--- src/rtl/rom_port_arbiter_if.sv ---
// rom_port_arbiter_if
// Bundles the two requester handshakes, their data returns and the ROM
// read port shared by rom_port_arbiter.
//   REQx/ADDRx   : requester x read request and address (held until GNTx)
//   GNTx         : combinational accept, transfer when REQx && GNTx at CLK edge
//   DVALIDx/DATAx: registered one-cycle return strobe and held read data
//   ROM_ADDR     : registered address into the synchronous ROM
//   ROM_DATA     : ROM read data (registered inside the ROM)
// Modports: slave = arbiter side, master = requester/ROM side.
interface rom_port_arbiter_if #(
    parameter int unsigned ADDR_WIDTH = 8,
    parameter int unsigned DATA_WIDTH = 8
);
    logic                  REQ0;
    logic [ADDR_WIDTH-1:0] ADDR0;
    logic                  GNT0;
    logic                  DVALID0;
    logic [DATA_WIDTH-1:0] DATA0;
    logic                  REQ1;
    logic [ADDR_WIDTH-1:0] ADDR1;
    logic                  GNT1;
    logic                  DVALID1;
    logic [DATA_WIDTH-1:0] DATA1;
    logic [ADDR_WIDTH-1:0] ROM_ADDR;
    logic [DATA_WIDTH-1:0] ROM_DATA;

    modport slave (
        input  REQ0, ADDR0, REQ1, ADDR1, ROM_DATA,
        output GNT0, DVALID0, DATA0, GNT1, DVALID1, DATA1, ROM_ADDR
    );

    modport master (
        output REQ0, ADDR0, REQ1, ADDR1, ROM_DATA,
        input  GNT0, DVALID0, DATA0, GNT1, DVALID1, DATA1, ROM_ADDR
    );
endinterface

--- src/rtl/rom_port_arbiter.sv ---
// rom_port_arbiter
// Shares the single synchronous program-ROM read port between requester 0
// (instruction fetch) and requester 1 (secondary reader). One access is
// issued per clock; each return comes back three cycles after the transfer
// as a one-cycle DVALIDx strobe with DATAx held until the next return.
// Ports:
//   CLK    : system clock, rising edge
//   RESETN : synchronous active-low reset
//   bus    : rom_port_arbiter_if.slave (request/grant, returns, ROM port)
// Optional build macro ROM_ARB_FIXED_PRIO_EN: requester 0 gets strict
// priority instead of round-robin; pipeline and latency are unchanged.
module rom_port_arbiter #(
    parameter int unsigned ADDR_WIDTH = 8,
    parameter int unsigned DATA_WIDTH = 8
) (
    input  logic                CLK,
    input  logic                RESETN,
    rom_port_arbiter_if.slave   bus
);

    typedef enum logic {
        REQ_SEL0 = 1'b0,
        REQ_SEL1 = 1'b1
    } req_sel_e;

    logic                  gnt0;
    logic                  gnt1;

    logic [ADDR_WIDTH-1:0] rom_addr_q, rom_addr_d;
    logic                  s1_vld_q, s1_vld_d;
    req_sel_e              s1_tag_q, s1_tag_d;
    logic                  s2_vld_q, s2_vld_d;
    req_sel_e              s2_tag_q, s2_tag_d;
    logic                  dvalid0_q, dvalid0_d;
    logic                  dvalid1_q, dvalid1_d;
    logic [DATA_WIDTH-1:0] data0_q, data0_d;
    logic [DATA_WIDTH-1:0] data1_q, data1_d;
`ifndef ROM_ARB_FIXED_PRIO_EN
    req_sel_e              last_winner_q, last_winner_d;
`endif

    // Grant: never while in reset, at most one per cycle.
    always_comb begin
        gnt0 = 1'b0;
        gnt1 = 1'b0;
        if (RESETN) begin
`ifdef ROM_ARB_FIXED_PRIO_EN
            if (bus.REQ0) begin
                gnt0 = 1'b1;
            end else if (bus.REQ1) begin
                gnt1 = 1'b1;
            end
`else
            if (bus.REQ0 && bus.REQ1) begin
                // Tie goes to whoever did not win the last transfer.
                gnt0 = (last_winner_q == REQ_SEL1);
                gnt1 = (last_winner_q == REQ_SEL0);
            end else begin
                gnt0 = bus.REQ0;
                gnt1 = bus.REQ1;
            end
`endif
        end
    end

    always_comb begin
        rom_addr_d = rom_addr_q;
        if (gnt0) begin
            rom_addr_d = bus.ADDR0;
        end else if (gnt1) begin
            rom_addr_d = bus.ADDR1;
        end

        s1_vld_d = gnt0 | gnt1;
        s1_tag_d = gnt1 ? REQ_SEL1 : REQ_SEL0;

        // ROM samples rom_addr_q on the same edge that moves stage 1 to 2.
        s2_vld_d = s1_vld_q;
        s2_tag_d = s1_tag_q;

        dvalid0_d = s2_vld_q && (s2_tag_q == REQ_SEL0);
        dvalid1_d = s2_vld_q && (s2_tag_q == REQ_SEL1);
        data0_d   = dvalid0_d ? bus.ROM_DATA : data0_q;
        data1_d   = dvalid1_d ? bus.ROM_DATA : data1_q;

`ifndef ROM_ARB_FIXED_PRIO_EN
        last_winner_d = last_winner_q;
        if (gnt0) begin
            last_winner_d = REQ_SEL0;
        end else if (gnt1) begin
            last_winner_d = REQ_SEL1;
        end
`endif
    end

    always_ff @(posedge CLK) begin
        if (!RESETN) begin
            rom_addr_q    <= '0;
            s1_vld_q      <= 1'b0;
            s1_tag_q      <= REQ_SEL0;
            s2_vld_q      <= 1'b0;
            s2_tag_q      <= REQ_SEL0;
            dvalid0_q     <= 1'b0;
            dvalid1_q     <= 1'b0;
            data0_q       <= '0;
            data1_q       <= '0;
`ifndef ROM_ARB_FIXED_PRIO_EN
            last_winner_q <= REQ_SEL1;
`endif
        end else begin
            rom_addr_q    <= rom_addr_d;
            s1_vld_q      <= s1_vld_d;
            s1_tag_q      <= s1_tag_d;
            s2_vld_q      <= s2_vld_d;
            s2_tag_q      <= s2_tag_d;
            dvalid0_q     <= dvalid0_d;
            dvalid1_q     <= dvalid1_d;
            data0_q       <= data0_d;
            data1_q       <= data1_d;
`ifndef ROM_ARB_FIXED_PRIO_EN
            last_winner_q <= last_winner_d;
`endif
        end
    end

    assign bus.GNT0     = gnt0;
    assign bus.GNT1     = gnt1;
    assign bus.ROM_ADDR = rom_addr_q;
    assign bus.DVALID0  = dvalid0_q;
    assign bus.DVALID1  = dvalid1_q;
    assign bus.DATA0    = data0_q;
    assign bus.DATA1    = data1_q;

endmodule
--- src/flat_wrapper.sv ---
// flat-port wrapper written by rule: the top's interface ports become plain ports
module rom_port_arbiter_flat 
#(
    parameter int unsigned ADDR_WIDTH = 8,
    parameter int unsigned DATA_WIDTH = 8
)
  (CLK, RESETN, bus_REQ0, bus_ADDR0, bus_REQ1, bus_ADDR1, bus_ROM_DATA, bus_GNT0, bus_DVALID0, bus_DATA0, bus_GNT1, bus_DVALID1, bus_DATA1, bus_ROM_ADDR);
  rom_port_arbiter_if #(.ADDR_WIDTH(ADDR_WIDTH), .DATA_WIDTH(DATA_WIDTH)) bus_i ();
  input  logic CLK;
  input  logic RESETN;
  input wire logic [$bits(bus_i.REQ0)-1:0] bus_REQ0;
  input wire logic [$bits(bus_i.ADDR0)-1:0] bus_ADDR0;
  input wire logic [$bits(bus_i.REQ1)-1:0] bus_REQ1;
  input wire logic [$bits(bus_i.ADDR1)-1:0] bus_ADDR1;
  input wire logic [$bits(bus_i.ROM_DATA)-1:0] bus_ROM_DATA;
  output wire logic [$bits(bus_i.GNT0)-1:0] bus_GNT0;
  output wire logic [$bits(bus_i.DVALID0)-1:0] bus_DVALID0;
  output wire logic [$bits(bus_i.DATA0)-1:0] bus_DATA0;
  output wire logic [$bits(bus_i.GNT1)-1:0] bus_GNT1;
  output wire logic [$bits(bus_i.DVALID1)-1:0] bus_DVALID1;
  output wire logic [$bits(bus_i.DATA1)-1:0] bus_DATA1;
  output wire logic [$bits(bus_i.ROM_ADDR)-1:0] bus_ROM_ADDR;
  assign bus_i.REQ0 = bus_REQ0;
  assign bus_i.ADDR0 = bus_ADDR0;
  assign bus_i.REQ1 = bus_REQ1;
  assign bus_i.ADDR1 = bus_ADDR1;
  assign bus_i.ROM_DATA = bus_ROM_DATA;
  assign bus_GNT0 = bus_i.GNT0;
  assign bus_DVALID0 = bus_i.DVALID0;
  assign bus_DATA0 = bus_i.DATA0;
  assign bus_GNT1 = bus_i.GNT1;
  assign bus_DVALID1 = bus_i.DVALID1;
  assign bus_DATA1 = bus_i.DATA1;
  assign bus_ROM_ADDR = bus_i.ROM_ADDR;
  rom_port_arbiter #(.ADDR_WIDTH(ADDR_WIDTH), .DATA_WIDTH(DATA_WIDTH)) u_core (.CLK(CLK), .RESETN(RESETN), .bus(bus_i));
endmodule
--- config.mk ---
export PLATFORM = sky130hd
export DESIGN_NAME = rom_port_arbiter_flat
export DESIGN_NICKNAME = d
export VERILOG_FILES = /design/src/rtl/rom_port_arbiter_if.sv /design/src/rtl/rom_port_arbiter.sv /design/src/flat_wrapper.sv
export SDC_FILE = /design/constraint.sdc
export NUM_CORES = 1
export LEC_CHECK = 0
export CORE_UTILIZATION = 24
export DETAILED_ROUTE_END_ITERATION = 16
export PLACE_DENSITY = 0.52
export REMOVE_ABC_BUFFERS = 1
export SYNTH_ARGS = -nofsm -noshare
export SYNTH_HDL_FRONTEND = slang
export SYNTH_SLANG_ARGS = --single-unit
--- constraint.sdc ---
create_clock -name CLK -period 1.1 [get_ports CLK]
set_clock_uncertainty 0.1 [all_clocks]
set_input_delay 0.22 -clock CLK [delete_from_list [all_inputs] [get_ports CLK]]
set_output_delay 0.22 -clock CLK [all_outputs]
set_load 0.01 [all_outputs]
==> Yosys cells after proc, flatten, opt, wreduce, memory -nomap -nowiden <==
Index checks and enable logic that the tools add are counted.
{ "classes": {"n_reduce_logical": 4, "bitwise": 3, "n_mux": 9} }
{ "ops": {"columns": ["operator", "n"], "rows": [
  ["$mux W8", 2],
  ["$mux W1", 7],
  ["$logic_and A1 B1 Y1", 3],
  ["$not A1 Y1", 2],
  ["$reduce_bool A2 Y1", 1],
  ["$or A1 B1 Y1", 1]
]} }
{ "word_totals": {"input_bits": 28, "ff_bits": 31, "output_inout_bits": 28} }

==> Depth between registers and ports, before layout <==
Gate-level depths: netlist of run 1.
{ "depth": {"word_depth": 5, "mapped_depth": 4, "depth_no_buf": 3} }

==> Worst setup path before layout of run 1 <==
OpenSTA, ideal clock, no wires.
{ "synth_path": {"path_kind": "register -> output", "startpoint": "register u_core.last_winner_q", "endpoint": "output port bus_GNT1", "n_path_buf": 1, "path_slack_ns": -0.140, "arrival_ns": 0.920, "path_stages_with_launch": 4, "required_time_ns": 0.780, "path_cell_list": "dfxtp_1 clkbuf_1 nand2_1 and3_2"} }
{ "synth_via": {"elab_chain_cells": 3} }
{ "synth_rtl": {"columns": ["item", "line", "source"], "rows": [
  ["start, declared", "rom_port_arbiter.sv:39", "req_sel_e last_winner_q, last_winner_d;"],
  ["start signal, assigned", "rom_port_arbiter.sv:121", "last_winner_q <= last_winner_d;"],
  ["$not A1 Y1", "rom_port_arbiter.sv:57", "gnt1 = (last_winner_q == REQ_SEL0);"],
  ["$mux W1", "rom_port_arbiter.sv:54", "if (bus.REQ0 && bus.REQ1) begin"],
  ["$mux W1", "rom_port_arbiter.sv:46", "if (RESETN) begin"],
  ["end, declared", "flat_wrapper.sv:19", "output wire logic [$bits(bus_i.GNT1)-1:0] bus_GNT1;"]
]} }
No other way between the ends.

==> Worst setup path in the final report of run 1 <==
{ "layout_path": {"startpoint": "register u_core.last_winner_q", "endpoint": "output port bus_GNT0"} }
{ "layout_via": {"elab_chain_cells": 2} }
{ "layout_rtl": {"columns": ["item", "line", "source"], "rows": [
  ["$mux W1", "rom_port_arbiter.sv:54", null],
  ["$mux W1", "rom_port_arbiter.sv:46", null],
  ["end, declared", "flat_wrapper.sv:16", "output wire logic [$bits(bus_i.GNT0)-1:0] bus_GNT0;"]
]} }
No other way between the ends.

==> results of run 1 <==
[metrics by stage]
step | hold slack, ps | power [mW] | util, %
2_1_floorplan | 182 | 1.36 | -
3_3_place_gp | 318 | 1.65 | 40.5
3_5_place_dp | 321 | 1.66 | 40.5
4_1_cts | 337 | 2.68 | 43.4
5_1_grt | 360 | 2.87 | 46.2
6_report | 331 | 2.72 | 46.2
[synthesized netlist by cell type, drive strengths merged]
cell type	n
o211a	1
nor3b	1
nor2	1
nand3	8
nand2b	1
nand2	43
inv	1
o2111ai	8
buf	3
a21boi	16
nor2b	2
o311ai	8
clkbuf	7
dfxtp	31
and2	3
o21ai	1
and3	3
[state kept, by name, summed over array words and instances, names as in the netlist]
| signal | flops |
|---|---|
| u_core.bus.DATA0 | 8 |
| u_core.bus.DATA1 | 8 |
| u_core.bus.ROM_ADDR | 8 |
| u_core.bus.DVALID0 | 1 |
| u_core.bus.DVALID1 | 1 |
| u_core.last_winner_q | 1 |
| u_core.s1_tag_q | 1 |
| u_core.s1_vld_q | 1 |
| u_core.s2_tag_q | 1 |
| u_core.s2_vld_q | 1 |
[repair_timing]
action / CTS / global route
buffers inserted: 3 / 1
pin swaps: 5 / 1
setup endpoints to repair: 41 / 35
gates cloned: 0 / 1
gates resized for setup: 148 / 34
[kinds of logic after synthesis]
group,count (synthesis),share of synthesized area [%]
compound gates,34,23.6
buf+inv,11,3.56
flops,31,50.4
simple gates,62,22.5
[layout make-up]
class                           count  share of cell area [%]
Clock buffer                        8                    4.50
Inverter                            1                   0.169
Sequential cell                    31                    29.3
Multi-Input combinational cell     96                    34.3
Timing Repair Buffer               77                    27.9
Tap cell                           67                    3.77
[metal layers]
| metal | vias to the layer above | global-route usage (%) | part of all wire (%) |
|---|---|---|---|
| met5 | - | 0 | 0 |
| met1 | 608 | 16.7 | 40 |
| met2 | 57 | 25.5 | 48 |
| li1 | 635 | - | - |
| met4 | 0 | 5.98 | 1.4 |
| met3 | 6 | 7.00 | 10 |
[worst paths after layout]
path | startpoint | to | slack [ps] | cells after the start
hold reg to reg | u_core.s1_tag_q | u_core.s2_tag_q | 330 | 1
hold / removal | u_core.s1_tag_q | u_core.s2_tag_q | 330 | 1
setup / recovery | u_core.last_winner_q | bus_GNT0 | -230 | 2
setup reg to reg | u_core.last_winner_q | u_core.bus.ROM_ADDR[3] | -140 | 3
[report_power, final]
group          total, mW  internal (mW)  switching (mW)
combinational      0.516          0.290           0.226
sequential          1.22           1.18          0.0376
clock              0.979          0.570           0.409
total               2.72           2.04           0.673
==> metrics, run 1 <==
status complete, but fails checks; failing checks setup timing; CTS Hold Buffers Added 0; largest net degree at the start of global routing 22; register area roughly 650 um2; Final Slew Violations 0; final WL approximately 3.9 mm; Final Hold Vio Count 0; CTS H-Tree Depth 2; Worst path max stage delay ~370 ps; WS Path Type reg2out; nets 240; Antenna Cells 0; clk slew on worst S/H paths ~60 ps; placed cells ~270; area grow syn2layout 80.8%; most common cell after layout, fill and taps aside nand2_1; cell type with the highest aggregate area in the netlist dfxtp_1; synth top area cells dfxtp_1, nand2_1, a21boi_0, o2111ai_1, o311ai_1; chip width ~74 um; post-route minimum period ~1300 ps; CP Launch Type register; GRT Total Usage 15.2%; setup tns final -1300 ps; via count 1306; WL/cell approximately 14 um; initial antenna violation count 0; Hold Crit Class reg2reg; Crit path required time just under 800 ps; DP HPWL between 2 and 3 mm; Routed Antenna Nets 0; max-cap violation count 0; Max-Slew Margin vs Limit between 80% and 90%; Clock Latency Late Sink approximately 280 ps; non-filler cells, final 280; IO Pins 56; fin crit share 121%; Slowest-stage cell, CP dfxtp_4; most frequent cells in the layout nand2_1, clkdlybuf4s50_1, buf_2; DRC 0; Worst-Margin Slew around 290 ps; Place WS -786 ps; vias in the first global route 1352; Peak supply drop roughly 0.00047 V; Worst EP arrival around 1000 ps; post-synth top area share between 50% and 60%; Unique masters post-synth 20; core area around 4800 um2; register area share after synthesis between 50% and 60%; CP Buf/Inv Count 1; FF+latch count, synth 31; first-pass GRT wire length 6.08 mm; Crit Path Max Fanout 4; CP endpoint kind output pin; Die Ht 73.6 um; final worst slack -228 ps; First DRT Iteration DRCs 44; Mean Syn Cell Area a little under 9 um2; synth warn 0; grt total ovfl 0; footprint of the multi-input gates 763 um2; post-route cell area 2230 um2; Placer Congestion ~0.77; critical path's top delay family flip-flops; DRT Pass-1 Iters 4; Critical Path, Cell by Cell o211a_4 -> buf_6; Root Driver clkbuf_8; Filler Cell Count 489; TritonCTS clock tree yes; final setup violating endpoints 12; via/cell ratio around 4.7; Post-Syn Instances roughly 140; PortBufs 55; Die ar. between 5000 and 6000 um2; Clock Tree Buf Depth 2; synthesized area approximately 1200 um2; FP Rows 25; total CTS buffers 5; P_leak 0.892 nW; unrepaired setup endpoints after global routing true; PwrDens roughly 1200 nW/um2; Starting Density around 26%; share of layout cells above drive strength 1 a little under half; dpl cell area 1950 um2; clock sinks 31; Max Clk Rate roughly 750 MHz
No activity file was read; power rests on OpenSTA's default activity.
==> run 2, diff against run 1 <==
--- a/config.mk
+++ b/config.mk
@@ -6,6 +6,7 @@
 export NUM_CORES = 1
 export LEC_CHECK = 0
 export CORE_UTILIZATION = 24
+export CTS_BUF_LIST = sky130_fd_sc_hd__clkbuf_16
 export DETAILED_ROUTE_END_ITERATION = 16
 export PLACE_DENSITY = 0.52
 export REMOVE_ABC_BUFFERS = 1
==> run 2 against run 1 <==
Power is 9.8% higher. Die area unchanged. Hold slack lost 1.9 ps. The flow still finishes with violations (setup timing). Combinational power fell by 3%. Clock power increased by 30%. Largest power group is now clock.
==> metrics, run 2 (same netlist as run 1, synthesis figures left out) <==
status complete, but fails checks (unchanged); failing checks setup timing (unchanged); Overall Power 2.98 mW (was 2.72 mW); share of layout cells above drive strength 1 40.8% (was 47.4%); Final Hold Vio Count 0 (unchanged); core area 4820 um2 (unchanged); first-pass GRT wire length 6.06 mm (was 6.08 mm); post-route minimum period 1330 ps (about the same); clk slew on worst S/H paths 50 ps (was 60 ps); most common cell after layout, fill and taps aside nand2_1 (unchanged); r2r setup slk -140 ps (about the same); grt total ovfl 0 (unchanged); PortBufs 55 (unchanged); setup tns final -1340 ps (was -1300 ps); WS Path Type reg2out (unchanged); via count 1294 (was 1306); area grow syn2layout 79.9% (was 80.8%); clock sinks 31 (unchanged); Final Slew Violations 0 (unchanged); PwrDens 1350 nW/um2 (was 1220 nW/um2); max-cap violation count 0 (unchanged); fin crit share 121% (about the same); Slowest-stage cell, CP dfxtp_4 (unchanged); chip width 73.6 um (unchanged); Clock Latency Late Sink 270 ps (was 280 ps); Hold Crit Class reg2reg (unchanged); CTS H-Tree Depth 2 (unchanged); Crit Path Max Fanout 4 (unchanged); CP endpoint kind output pin (unchanged); Die Ht 73.6 um (unchanged); Worst path max stage delay 380 ps (was 370 ps); initial antenna violation count 0 (unchanged); via/cell ratio 4.62 (was 4.66); Die ar. 5420 um2 (unchanged); DRC 0 (unchanged); First DRT Iteration DRCs 42 (was 44); final WL 3.91 mm (was 3.87 mm); Peak supply drop 0.000622 V (was 0.000470 V); Max-Slew Margin vs Limit 79.5% (was 80.7%); largest net degree at the start of global routing 22 (unchanged); CP Launch Type register (unchanged); Clock Tree Buf Depth 2 (unchanged); Routed Antenna Nets 0 (unchanged); final setup violating endpoints 12 (unchanged); Critical Path, Cell by Cell nand2_4 -> and3_4 -> buf_6 (was o211a_4 -> buf_6); WL/cell 14.0 um (was 13.8 um); Worst EP arrival 1010 ps (about the same); final worst slack -227 ps (was -228 ps); Crit path required time 780 ps (about the same); Root Driver clkbuf_16 (was clkbuf_8); Max Clk Rate 754 MHz (was 753 MHz); DRT Pass-1 Iters 4 (unchanged); most frequent cells in the layout nand2_1, buf_2, clkdlybuf4s50_1 (was nand2_1, clkdlybuf4s50_1, buf_2); Placer Congestion 0.767 (unchanged); nets 240 (unchanged); DP HPWL 2.73 mm (unchanged); GRT Total Usage 15.3% (was 15.2%); TritonCTS clock tree yes (unchanged); vias in the first global route 1340 (was 1352); Antenna Cells 0 (unchanged); Starting Density 25.6% (unchanged); Worst-Margin Slew 307 ps (was 289 ps); unrepaired setup endpoints after global routing true (unchanged); P_leak 0.897 nW (was 0.892 nW); total CTS buffers 5 (unchanged); IO Pins 56 (unchanged); FP Rows 25 (unchanged)
run 2: power breakdown:
| group | leakage [nW] | internal, mW | switching, mW |
|---|---|---|---|
| registers | 0.257 | 1.18 | 0.0334 |
| clock network | 0.0701 | 0.811 | 0.455 |
| logic | 0.570 | 0.273 | 0.227 |
| total | 0.897 | 2.27 | 0.715 |
run 2: critical path: cells and delay by family (launching register included):
family        cells  cell delay, ps
simple gates      2             240
buf+inv           1             110
flops             1             380
run 2: per-layer routing:
layer | vias up | track usage [%] | share of wire (%)
li1 | 633 | - | -
met4 | 0 | 5.98 | 1.4
met5 | - | 0 | 0
met2 | 56 | 25.8 | 48
met3 | 5 | 6.86 | 9.7
met1 | 600 | 16.7 | 41
run 2: cell type report:
type                            instances  area [um2]
Fill cell                             488        2600
Clock inverter                          3        11.3
Timing Repair Buffer                   77         598
Sequential cell                        31         637
Multi-Input combinational cell         96         756
Clock buffer                            5         125
Inverter                                1        3.75
Tap cell                               67        83.8
run 2: stage by stage:
| stage | setup WS [ps] | area [um2] | util (%) | std cells | hold WS (ps) |
|---|---|---|---|---|---|
| finish | -227 | 2210 | 46.0 | 280 | 329 |
| global route | -249 | 2210 | 46.0 | 280 | 355 |
| CTS | -218 | 2120 | 43.9 | 278 | 333 |
| detailed placement | -786 | 1950 | 40.5 | 267 | 321 |
| global placement | -733 | 1950 | 40.5 | 267 | 318 |
| floorplan | -140 | 1190 | - | 128 | 182 |
run 2: final timing paths:
path	start	to	depth (start not counted)
setup / recovery	u_core.last_winner_q	bus_GNT1	3
hold / removal	u_core.s1_tag_q	u_core.s2_tag_q	1
setup reg to reg	u_core.last_winner_q	u_core.bus.ROM_ADDR[3]	3
hold reg to reg	u_core.s1_tag_q	u_core.s2_tag_q	1
run 2: timing repair:
item	4_1_cts	5_1_grt
buffers inserted	3	1
gates resized for setup	142	23
endpoints found under the setup margin	44	25
hold buffers	0	0
pin swaps	5	1
cloned	0	1
